[config.mk]
export PLATFORM = sky130hd
export DESIGN_NAME = pll_lock_ctrl
export DESIGN_NICKNAME = d
export VERILOG_FILES = /design/src/rtl/pll_lock_ctrl.sv
export SDC_FILE = /design/constraint.sdc
export NUM_CORES = 1
export LEC_CHECK = 0
export ABC_AREA = 0
export CORE_MARGIN = 2
export CORE_UTILIZATION = 41
export CTS_BUF_LIST = sky130_fd_sc_hd__clkbuf_16
export CTS_CLUSTER_DIAMETER = 100
export DETAILED_ROUTE_END_ITERATION = 12
export PLACE_DENSITY = 0.75
export SYNTH_ARGS = -nofsm -noshare
export SYNTH_HDL_FRONTEND = slang
export SYNTH_SLANG_ARGS = --single-unit
[constraint.sdc]
create_clock -name clk_ref -period 3.5 [get_ports clk_ref]
set_input_delay 0.7 -clock clk_ref [delete_from_list [all_inputs] [get_ports clk_ref]]
set_output_delay 0.7 -clock clk_ref [all_outputs]
set_load 0.01 [all_outputs]
[src/rtl/pll_lock_ctrl.sv]
// pll_lock_ctrl
// Sequences a PLL from power-up through frequency acquisition, phase
// acquisition and lock. It also supervises the lock and reports a fault on
// timeout or on loss of lock.
//
// Ports:
//   clk_ref                    reference clock (only clock)
//   n_rst                      synchronous active-low reset
//   start / stop               acquisition request / shutdown request (stop wins)
//   n_cfg                      divide ratio, latched only when a start is accepted
//   kp_acq, ki_acq             loop gains used during settle and frequency acquisition
//   kp_trk, ki_trk             loop gains used during phase acquisition and lock
//   timeout_cyc                acquisition timeout in cycles, 0 disables it
//   freq_locked, phase_locked  lock flags from the PLL loop filter
//   pll_enable, n, kp, ki      registered controls to the PLL
//   freq_lock_range            lock-window select
//   busy, locked, fault        registered status flags
//   lock_lost                  one-cycle pulse when an established lock is lost
//   state                      current state encoding
//
// Build option:
//   PLL_LOCK_CTRL_RELOCK_EN    when defined, a loss of lock re-enters frequency
//                              acquisition instead of going to FAULT.

module pll_lock_ctrl #(
    parameter int N_SIZE     = 8,
    parameter int K_SIZE     = 16,
    parameter int TMO_SIZE   = 16,
    parameter int SETTLE_CYC = 32,
    parameter int LOCK_HOLD  = 8
) (
    input  logic                clk_ref,
    input  logic                n_rst,
    input  logic                start,
    input  logic                stop,
    input  logic [N_SIZE-1:0]   n_cfg,
    input  logic [K_SIZE-1:0]   kp_acq,
    input  logic [K_SIZE-1:0]   ki_acq,
    input  logic [K_SIZE-1:0]   kp_trk,
    input  logic [K_SIZE-1:0]   ki_trk,
    input  logic [TMO_SIZE-1:0] timeout_cyc,
    input  logic                freq_locked,
    input  logic                phase_locked,
    output logic                pll_enable,
    output logic [N_SIZE-1:0]   n,
    output logic [K_SIZE-1:0]   kp,
    output logic [K_SIZE-1:0]   ki,
    output logic [1:0]          freq_lock_range,
    output logic                busy,
    output logic                locked,
    output logic                fault,
    output logic                lock_lost,
    output logic [2:0]          state
);

    typedef enum logic [2:0] {
        ST_IDLE      = 3'd0,
        ST_SETTLE    = 3'd1,
        ST_FREQ_ACQ  = 3'd2,
        ST_PHASE_ACQ = 3'd3,
        ST_LOCKED    = 3'd4,
        ST_FAULT     = 3'd5
    } state_t;

    localparam int SETTLE_W = $clog2(SETTLE_CYC + 1);
    localparam int HOLD_W   = $clog2(LOCK_HOLD + 1);
    localparam logic [SETTLE_W-1:0] SETTLE_LAST = SETTLE_W'(SETTLE_CYC - 1);
    localparam logic [HOLD_W-1:0]   HOLD_LAST   = HOLD_W'(LOCK_HOLD - 1);

    state_t              cur_st, nxt_st;
    logic [SETTLE_W-1:0] settle_cnt, settle_nxt;
    logic [HOLD_W-1:0]   hold_cnt, hold_nxt;
    logic [TMO_SIZE-1:0] tmo_cnt, tmo_nxt, tmo_inc;
    logic                tmo_hit;
    logic                lost_nxt;
    logic                latch_n;

    // The timeout counter saturates at its maximum. Comparing with >= means a
    // timeout value lowered mid-acquisition still trips the fault on the next cycle.
    assign tmo_inc = (tmo_cnt == '1) ? tmo_cnt : tmo_cnt + 1'b1;
    assign tmo_hit = (timeout_cyc != '0) && (tmo_cnt >= timeout_cyc - 1'b1);

    assign state = cur_st;

    // Next-state and counter update. A hold counter reaching HOLD_LAST on a
    // qualifying cycle completes the LOCK_HOLD-long run in that same cycle.
    always_comb begin
        nxt_st     = cur_st;
        settle_nxt = settle_cnt;
        hold_nxt   = hold_cnt;
        tmo_nxt    = tmo_cnt;
        lost_nxt   = 1'b0;
        latch_n    = 1'b0;
        if (stop) begin
            nxt_st     = ST_IDLE;
            settle_nxt = '0;
            hold_nxt   = '0;
            tmo_nxt    = '0;
        end else begin
            case (cur_st)
                ST_IDLE, ST_FAULT: begin
                    if (start) begin
                        nxt_st     = ST_SETTLE;
                        latch_n    = 1'b1;
                        settle_nxt = '0;
                        hold_nxt   = '0;
                        tmo_nxt    = '0;
                    end
                end
                ST_SETTLE: begin
                    if (settle_cnt >= SETTLE_LAST) begin
                        nxt_st     = ST_FREQ_ACQ;
                        settle_nxt = '0;
                        hold_nxt   = '0;
                        tmo_nxt    = '0;
                    end else begin
                        settle_nxt = settle_cnt + 1'b1;
                    end
                end
                ST_FREQ_ACQ, ST_PHASE_ACQ: begin
                    if (tmo_hit) begin
                        nxt_st   = ST_FAULT;
                        hold_nxt = '0;
                        tmo_nxt  = '0;
                    end else begin
                        tmo_nxt = tmo_inc;
                        if ((cur_st == ST_FREQ_ACQ) ? freq_locked : phase_locked) begin
                            if (hold_cnt >= HOLD_LAST) begin
                                nxt_st   = (cur_st == ST_FREQ_ACQ) ? ST_PHASE_ACQ : ST_LOCKED;
                                hold_nxt = '0;
                            end else begin
                                hold_nxt = hold_cnt + 1'b1;
                            end
                        end else begin
                            hold_nxt = '0;
                        end
                    end
                end
                ST_LOCKED: begin
                    // While locked, the hold counter counts consecutive cycles
                    // with freq_locked low.
                    if (!freq_locked) begin
                        if (hold_cnt >= HOLD_LAST) begin
                            lost_nxt = 1'b1;
                            hold_nxt = '0;
                            tmo_nxt  = '0;
`ifdef PLL_LOCK_CTRL_RELOCK_EN
                            nxt_st   = ST_FREQ_ACQ;
`else
                            nxt_st   = ST_FAULT;
`endif
                        end else begin
                            hold_nxt = hold_cnt + 1'b1;
                        end
                    end else begin
                        hold_nxt = '0;
                    end
                end
                default: begin
                    nxt_st     = ST_IDLE;
                    settle_nxt = '0;
                    hold_nxt   = '0;
                    tmo_nxt    = '0;
                end
            endcase
        end
    end

    // State register. The outputs are registered from the decoded next state,
    // so they are already correct in the first cycle of each new state.
    always_ff @(posedge clk_ref) begin
        if (!n_rst) begin
            cur_st          <= ST_IDLE;
            settle_cnt      <= '0;
            hold_cnt        <= '0;
            tmo_cnt         <= '0;
            pll_enable      <= 1'b0;
            n               <= '0;
            kp              <= '0;
            ki              <= '0;
            freq_lock_range <= 2'b00;
            busy            <= 1'b0;
            locked          <= 1'b0;
            fault           <= 1'b0;
            lock_lost       <= 1'b0;
        end else begin
            cur_st     <= nxt_st;
            settle_cnt <= settle_nxt;
            hold_cnt   <= hold_nxt;
            tmo_cnt    <= tmo_nxt;
            lock_lost  <= lost_nxt;
            if (latch_n) begin
                n <= n_cfg;
            end
            pll_enable <= (nxt_st != ST_IDLE) && (nxt_st != ST_FAULT);
            busy       <= (nxt_st != ST_IDLE) && (nxt_st != ST_FAULT);
            locked     <= (nxt_st == ST_LOCKED);
            fault      <= (nxt_st == ST_FAULT);
            case (nxt_st)
                ST_SETTLE, ST_FREQ_ACQ: begin
                    kp              <= kp_acq;
                    ki              <= ki_acq;
                    freq_lock_range <= 2'b11;
                end
                ST_PHASE_ACQ, ST_LOCKED: begin
                    kp              <= kp_trk;
                    ki              <= ki_trk;
                    freq_lock_range <= 2'b01;
                end
                default: begin
                    kp              <= '0;
                    ki              <= '0;
                    freq_lock_range <= 2'b00;
                end
            endcase
        end
    end

endmodule

# Word level (Yosys, flattened, before mapping)
# Index checks and enable logic that the tools add are counted.
[totals] n_memories=0 mem_bits_rw=0 latchBits=0 reg_bits=75 out_inout_bits=50 mem_bits_ro=0 elab_cells=89
[classes] mul=0 n_mux=35 order_cmp=3 n_reduce_logical=15 shift=0 n_eq_ne=17 bitwise=3 n_addsub=4 div=0
[op_table] operator="two-way mux 16 bit" count=6
[op_table] operator="one-hot mux 16 bit (2 select lines)" count=2
[op_table] operator="one-hot mux 16 bit (4 select lines)" count=1
[op_table] operator="two-way mux 3 bit" count=9
[op_table] operator="two-way mux 4 bit" count=6
[op_table] operator="one-hot mux 6 bit (3 select lines)" count=1
[op_table] operator="adder 16 x 1 -> 16 bit, second input constant" count=1
[op_table] operator="equality test 16 bit, second input constant" count=1
[op_table] operator=">= comparator 16 bit" count=1
[op_table] operator="one-hot mux 4 bit (4 select lines)" count=1
[op_table] operator="nonzero test 16 bit" count=1
[op_table] operator="subtractor 16 x 1 -> 16 bit, second input constant" count=1
[op_table] operator="equality test 3 x 2 -> 1 bit, second input constant" count=4
[op_table] operator="equality test 3 bit, second input constant" count=4
[op_table] operator="two-way mux 6 bit" count=2
[op_table] operator="one-hot mux 3 bit (4 select lines)" count=1
[op_table] operator="OR reduction 2 bit" count=5
[op_table] operator="inequality test 2 bit, second input constant" count=4
[op_table] operator="adder 6 x 1 -> 6 bit, second input constant" count=1
[op_table] operator="equality test 3 x 1 -> 1 bit, second input constant" count=2
[op_table] operator=">= comparator 6 x 5 -> 1 bit, second input constant" count=1
[op_table] operator="inequality test 3 bit, second input constant" count=2
[op_table] operator="two-way mux 1 bit" count=5
[op_table] operator="AND reduction 5 bit" count=1
[op_table] operator="other kinds (10)" count=14

# Logic depth before layout (Yosys ltp)
# Gate-level depths: netlist (run 1).
[logic_depth] ltp_word=10 depth_mapped=15

# Worst setup path before layout (run 1)
# Ideal clock, no wire load.
[synth_path] path_type="input-to-reg" startpoint="input port timeout_cyc[0]" endpoint="register ki[1]" setup_time_ns=0.131 cell_stages=14 arrival_time_ns=3.581 slack_ns=-0.213 cell_sequence="nor4_1 -> nand2_1 -> nor4_1 -> xnor2_1 -> ha_1 -> nand4_1 -> nor3_1 -> a32oi_1 -> a31oi_2 -> buf_6 -> o32ai_1 -> o21ai_2 -> buf_2 -> o22ai_1"
[synth_between] elab_chain_cells=9 word_cells_on_any_way=14 classes_between="add/sub: 1; order compare: 1; eq/ne: 4; mux: 4; reduce/logical: 4"
[synth_lines] element="from (decl)" line_no="41" source="input logic [TMO_SIZE-1:0] timeout_cyc,"
[synth_lines] element="subtractor 16 x 1 -> 16 bit" line_no="81" source="assign tmo_hit = (timeout_cyc != '0) && (tmo_cnt >= timeout_cyc - 1'b1);"
[synth_lines] element=">= comparator 16 bit" line_no="81"
[synth_lines] element="logical AND 1 bit *" line_no="81"
[synth_lines] element="two-way mux 3 bit *" line_no="121" source="if (tmo_hit) begin"
[synth_lines] element="one-hot mux 3 bit (4 select lines) *" line_no="100" source="case (cur_st)"
[synth_lines] element="two-way mux 3 bit *" line_no="94" source="if (stop) begin"
[synth_lines] element="equality test 3 bit (tied with other cells)" line_no="199" source="case (nxt_st)"
[synth_lines] element="OR reduction 2 bit" line_no="199"
[synth_lines] element="one-hot mux 16 bit (2 select lines) *" line_no="199"
[synth_lines] element="to (signal assigned)" line_no="202" source="ki <= ki_acq;"
[synth_lines] element="to (signal assigned)" line_no="207" source="ki <= ki_trk;"
[synth_lines] element="to (decl)" line_no="47" source="output logic [K_SIZE-1:0] ki,"
# Mark *: on every way between the ends. The rest lies on a longest branch, timed or not.
# A chain may end at the register's enable or synchronous reset.

# Final worst setup path (run 1)
[layout_path] startpoint="input port timeout_cyc[12]" endpoint="register kp[8]"
[layout_between] elab_chain_cells=9 word_cells_on_any_way=14 classes_between="add/sub: 1; order compare: 1; eq/ne: 4; mux: 4; reduce/logical: 4"
[layout_lines] element="subtractor 16 x 1 -> 16 bit" line_no="81"
[layout_lines] element=">= comparator 16 bit" line_no="81"
[layout_lines] element="logical AND 1 bit *" line_no="81"
[layout_lines] element="two-way mux 3 bit *" line_no="121"
[layout_lines] element="one-hot mux 3 bit (4 select lines) *" line_no="100"
[layout_lines] element="two-way mux 3 bit *" line_no="94"
[layout_lines] element="equality test 3 bit (tied with other cells)" line_no="199"
[layout_lines] element="OR reduction 2 bit" line_no="199"
[layout_lines] element="one-hot mux 16 bit (2 select lines) *" line_no="199"
[layout_lines] element="to (signal assigned)" line_no="201" source="kp <= kp_acq;"
[layout_lines] element="to (signal assigned)" line_no="206" source="kp <= kp_trk;"
[layout_lines] element="to (decl)" line_no="46" source="output logic [K_SIZE-1:0] kp,"
# Marked as above.

==> impl_metrics.ini, run 1 <==
[outcome]
outcome = completed

[detailed_routing]
drt-total-wl_um = 12500
vias = 4205
drt-wirelength-per-cell_um = 15.6
vias_per_cell = 5.26
drt_iter0_markers = 283
drc_errors = 0
drtPass1Iterations = 5
drt.antenna.violating_nets = 0

[critical_path]
crit_path_start_kind = primary input
crit_path_end_kind = flop
worst_path_max_delay_cell = clkdlybuf4s50_1
cp_max_fo = 7
path_class = in2reg
crit_required_ns = 3.71
arrival_ns = 3.62
path_delay_family = buffers and inverters
worstPathCellList = clkdlybuf4s50_1 > nand2b_4 > nor4_4 > xnor2_1 > ha_1 > buf_4 > buf_4 > a32oi_1 > a31oi_2 > buf_6 > o32a_4 > xnor2_4 > buf_6 > buf_8 > o22ai_4
cp_num_buf_inv = 6
cp_slowest_stage_delay_ns = 0.43

[clock_network]
clk_pin_slew_worst_paths_ns = 0.06
cts.sinks = 75
cts_root_buf = clkbuf_16
insertion_delay_ns = 0.33
cts_tree = done
cts.path.max_buffers = 2
cts_buffers = 9
htree_levels = 3
hold_buffers = 0

[cells_and_area]
fill_cells = 780
multi_input_area_um2 = 2500
nets = 777
num_antenna_cells = 0
syn2layout_area_growth_pct = 59.4
design_area_um2 = 6590
seqCellArea_um2 = 1500
layout-drive-gt1-share_pct = 21.6

[floorplanning]
die_area_um2 = 10900
ios = 144
rows = 36
dieWidth_um = 104
die_y_um = 104
coreArea_um2 = 9770
start_util_pct = 42.3

[timing]
tightest_slew_ns = 0.604
timing.final.ws_setup_ns = 0.0904
slew_violations = 0
rsz0062_at_grt = yes
hold_violations = 0
fin_setup_tns_ns = 0
finalSetupViolCount = 0
period_share_pct = 97.4
fin_skew_ns = 0.00868
period_needed_ns = 3.41
slew_headroom_pct = 59.7
max_freq_mhz = 293

[grt]
grt_pass1_wl_um = 19900
antenna_found_initial = 0
grt_max_degree = 37
grt_pass1_vias = 4084
grt_overflow = 0
track_usage_pct = 22.0

[power]
internal_power_mw = 1.58
p_sw_uw = 520
pwr-share-seq_pct = 42.3
p_comb_share_pct = 18.8
power.share.clock_pct = 38.9
power.total_mw = 2.10
p_leak_nw = 2.60
swShare_pct = 24.7
irDropWorstVdd_uv = 210
power_density_nw_per_um2 = 319

[job]
cap_viol_max_count = 0

[synthesis]
synthMuxAreaShare_pct = 2.18
synth_compound_area_share_pct = 22.5
synthArstFlopShare_pct = 0
synthFlopType = dfxtp_1
synth_xor_area_share_pct = 4.27
synth_nets = 585
netlist_instances = 470
avgSynthCellArea_um2 = 8.79
yosysUniqueCellTypes = 58
synthAdderAreaFrac_pct = 6.36
synth_seq_cells = 75
yosys_warnings = 0
synth_top_family_by_area = compound AO/OA/AOI/OAI gates
ys_seq_area_share_pct = 36.3
synth_edf_count = 0
synthSimpleGateAreaFrac_pct = 21.5
synth_area_um2 = 4130

[place]
port_buffers = 143
place.gp.congestion = 0.819
post_dp_cell_area_um2 = 6010
preCtsSetupSlack_ns = -0.710
dp_hpwl_um = 8900

[hold_path]
hp-class = reg2reg
synthesized netlist by cell type (9+ instances only):
cell / count / area (µm²)
ha_1: 21 / 263
mux2i_1: 9 / 90.1
o21ai_0: 18 / 90.1
nand2_1: 27 / 101
inv_1: 43 / 161
xnor2_1: 11 / 96.3
nor2b_1: 13 / 81.3
o22ai_2: 29 / 363
nor2_1: 31 / 116
nor3_1: 14 / 70.1
nand3_1: 43 / 215
a21oi_1: 25 / 125
dfxtp_1: 75 / 1500
stage by stage:
| stage | utilization [%] | instances | hold slack [ns] |
|---|---|---|---|
| floorplan | - | 470 | 0.426 |
| global placement | 61.5 | 768 | 0.439 |
| detailed placement | 61.5 | 768 | 0.450 |
| CTS | 65.8 | 793 | 0.462 |
| global route | 67.4 | 800 | 0.506 |
| finish | 67.4 | 800 | 0.462 |
what timing repair did:
item,in CTS,in global routing
buffers inserted,9,6
resized for setup,33,46
gates cloned,1,4
endpoints found under the setup margin,58,58
pin swaps,13,31
final timing paths:
check / cells past startpoint / start / end / slack [ns]
min: 2 / hold_cnt[3]$_SDFFE_PP0P_ / hold_cnt[3]$_SDFFE_PP0P_ / 0.46
max: 15 / timeout_cyc[12] / kp[8]$_SDFF_PN0_ / 0.09
max reg2reg: 12 / tmo_cnt[0]$_SDFFE_PP0P_ / kp[8]$_SDFF_PN0_ / 0.61
min reg2reg: 2 / hold_cnt[3]$_SDFFE_PP0P_ / hold_cnt[3]$_SDFFE_PP0P_ / 0.46
worst min-delay path: stages (launching register included):
cell and delay [ns]:
dfxtp_1 0.33, nand2_1 0.05, o21ai_0 0.06
power by group through the flow:
stage                     clock network (mW)  logic, mW  registers, mW
after floorplan                            0      0.141          0.917
after global placement                     0      0.363          0.907
after detailed placement                   0      0.370          0.907
after CTS                              0.832      0.388          0.889
after global routing                   0.866      0.421          0.891
final                                  0.817      0.394          0.889
cells in the final DEF, fill, tap and decap left out, drive strengths merged, types with 7 or more instances in the layout:
cell | Yosys | final
dfxtp | 75 | 75
o22ai | 33 | 33
buf | 14 | 59
nor4 | 8 | 8
clkbuf | 8 | 19
nor3 | 14 | 14
clkdlybuf4s50 | 0 | 131
or3 | 8 | 8
nor2 | 32 | 32
nand3 | 43 | 43
xnor2 | 12 | 12
nor2b | 13 | 13
a211oi | 7 | 7
inv | 43 | 45
nand2 | 27 | 27
a21oi | 25 | 25
ha | 21 | 21
o21ai | 19 | 19
mux2i | 9 | 9
routing by layer:
layer  share of wire, %  wire length (µm)  up-vias  track usage, %
li1                   -                 -     2078               -
met1                 43              5400     1974            28.6
met4               0.87               109        0            6.27
met5                  0                 0        -               0
met2                 50              6290      144            37.1
met3                5.7               712        9            4.14
final cells by class:
class	instances	area share [%]
multi-input combinational	330	38.0
timing repair buffer	203	30.3
sequential	75	22.8
clock buffer	9	3.42
tap	133	2.53
inverter	43	2.45
clock inverter	7	0.570
kinds of logic (layout without fill, tap and decap cells):
logic type | after synthesis | count (layout)
fa+ha+maj | 21 | 21
buf+inv | 65 | 262
mux | 9 | 9
flops | 75 | 75
xor+xnor | 18 | 18
compound gates | 112 | 112
simple gates | 170 | 170
flip-flops by register name, summed over array words and instances (netlist names):
signal	count
tmo_cnt	16
busy	1
n	8
hold_cnt	4
locked	1
kp	16
settle_cnt	6
state	3
ki	16
fault	1
lock_lost	1
freq_lock_range	2
Note: power is estimated with default switching activity, not from simulation.
==> run 2, diff against run 1 <==
--- a/config.mk
+++ b/config.mk
@@ -15,3 +15,4 @@
 export SYNTH_ARGS = -nofsm -noshare
 export SYNTH_HDL_FRONTEND = slang
 export SYNTH_SLANG_ARGS = --single-unit
+export TNS_END_PERCENT = 10
==> run 2 against run 1 <==
  * Final cell count down 0.50%
  * Total power fell by 0.31%
  * Clock-buffer cell count did not move
  * Non-clock buffer count is 4 lower
  * Register-to-register slack worse by 0.05 ns
  * Wire length fell by 4.6%
  * First-iteration DRC count shrank 19%
  * Critical endpoint is now ki[4]$_SDFF_PN0_
==> impl_metrics.ini, run 2 (same netlist as run 1, synthesis figures left out) <==
[outcome]
outcome = completed

[timing]
rsz0062_at_grt = yes
fin_setup_tns_ns = 0
fin_skew_ns = 0.00736
finalSetupViolCount = 0
period_share_pct = 98.9
period_needed_ns = 3.46
timing.final.ws_setup_ns = 0.0399
slew_violations = 0
max_freq_mhz = 289
slew_headroom_pct = 58.6
hold_violations = 0
tightest_slew_ns = 0.621

[detailed_routing]
drtPass1Iterations = 4
drc_errors = 0
drt_iter0_markers = 228
vias = 4160
drt-wirelength-per-cell_um = 15.0
drt.antenna.violating_nets = 0
vias_per_cell = 5.23
drt-total-wl_um = 11900

[critical_path]
worstPathCellList = clkdlybuf4s50_1 > nand2b_4 > nor4_4 > xnor2_1 > ha_1 > buf_4 > buf_4 > a32oi_1 > a31oi_2 > buf_6 > o32a_4 > xnor2_4 > buf_6 > buf_8 > o22ai_2
worst_path_max_delay_cell = clkdlybuf4s50_1
crit_path_start_kind = primary input
crit_required_ns = 3.71
r2r-end = ki[4]$_SDFF_PN0_
r2r_cells = 12
path_class = in2reg
path_delay_family = buffers and inverters
arrival_ns = 3.67
r2r_setup_slack_ns = 0.56
cp_slowest_stage_delay_ns = 0.43
crit_path_end_kind = flop
r2r_start = tmo_cnt[0]$_SDFFE_PP0P_
cp_max_fo = 8
cp_num_buf_inv = 6

[clock_network]
cts_buffers = 9
cts.sinks = 75
insertion_delay_ns = 0.33
clk_pin_slew_worst_paths_ns = 0.06
cts_tree = done
cts.path.max_buffers = 2
hold_buffers = 0
htree_levels = 3
cts_root_buf = clkbuf_16

[floorplanning]
coreArea_um2 = 9770
dieWidth_um = 104
die_area_um2 = 10900
die_y_um = 104
start_util_pct = 42.3
rows = 36
ios = 144

[cells_and_area]
layout-drive-gt1-share_pct = 20.8
nets = 773
num_antenna_cells = 0
seqCellArea_um2 = 1500
layout_commonest_cell = clkdlybuf4s50_1
fill_cells = 798
top_regs = ki (16), kp (16), tmo_cnt (16)
multi_input_area_um2 = 2490
syn2layout_area_growth_pct = 57.1
final_util_pct = 66.4
final_cell_mix = clkdlybuf4s50_1, dfxtp_1, inv_1

[power]
swShare_pct = 24.5
irDropWorstVdd_uv = 210
p_sw_uw = 513
power_density_nw_per_um2 = 322
power.total_mw = 2.09
p_leak_nw = 2.55
internal_power_mw = 1.58
p_comb_share_pct = 18.7
power.share.clock_pct = 38.9
pwr-share-seq_pct = 42.5

[place]
port_buffers = 143
preCtsSetupSlack_ns = -0.710
place.gp.congestion = 0.819
dp_hpwl_um = 8900

[grt]
grt_overflow = 0
grt_max_degree = 37
antenna_found_initial = 0
grt_pass1_vias = 4084
grt_pass1_wl_um = 19900
track_usage_pct = 22.0

[hold_path]
holdPathEnd = hold_cnt[3]$_SDFFE_PP0P_
hp-class = reg2reg
holdCritStartpoint = hold_cnt[3]$_SDFFE_PP0P_
min_path_cells = 2

[job]
cap_viol_max_count = 0
-- run 2: changes by cell type in the layout (fill, tap and decap cells not counted), sizes merged --
cell | previous run | this run
clkbuf | 19 | 16
buf | 59 | 58
-- run 2: area by class of cell --
type | count | area share, %
Clock buffer | 9 | 3.47
Clock inverter | 7 | 0.578
Inverter | 43 | 2.49
Multi-Input combinational cell | 330 | 38.3
Sequential cell | 75 | 23.1
Tap cell | 133 | 2.56
Timing Repair Buffer | 199 | 29.5
-- run 2: tightest hold or removal path, stage by stage (launching register included) --
cell,delay [ns]
dfxtp_1,0.33
nand2_1,0.05
o21ai_0,0.06
-- run 2: what timing repair did --
action                                  in CTS  in global routing
pin swaps                                   13                 21
endpoints found under the setup margin      58                 58
cloned                                       1                  0
setup buffers                                9                  3
gates resized for setup                     33                 38
-- run 2: power by group through the flow --
stage	combinational, mW	clock [mW]	sequential [mW]
2_1_floorplan	0.141	0	0.917
3_3_place_gp	0.363	0	0.907
3_5_place_dp	0.370	0	0.907
4_1_cts	0.388	0.832	0.889
5_1_grt	0.419	0.865	0.891
6_report	0.391	0.814	0.889
-- run 2: stage by stage --
stage                     instances  instance area [µm²]  hold slack [ns]
after detailed placement        768                 6010            0.450
after global placement          768                 6010            0.439
after global routing            796                 6490            0.506
after floorplan                 470                 4150            0.426
final                           796                 6490            0.463
after CTS                       793                 6430            0.462
-- run 2: per-layer routing --
metal  routed length, µm  global-route usage (%)  up-vias
met4                  99                    6.27        0
met2                5960                    37.1      138
met3                 655                    4.14        9
met1                5230                    28.6     1940
li1                    -                       -     2073
met5                   0                       0        -
-- run 2: worst max-delay path by stage --
| stage | start | endpoint | slack (ns) | cells after the start |
|---|---|---|---|---|
| detailed placement | timeout_cyc[0] | ki[4]$_SDFF_PN0_ | -0.71 | 15 |
| global placement | timeout_cyc[4] | ki[12]$_SDFF_PN0_ | -0.59 | 15 |
| CTS | timeout_cyc[8] | ki[4]$_SDFF_PN0_ | 0.0007 | 17 |
| global route | timeout_cyc[12] | ki[4]$_SDFF_PN0_ | -0.11 | 15 |
| floorplan | timeout_cyc[4] | ki[1]$_SDFF_PN0_ | 0.03 | 14 |
| finish | timeout_cyc[12] | ki[4]$_SDFF_PN0_ | 0.04 | 15 |
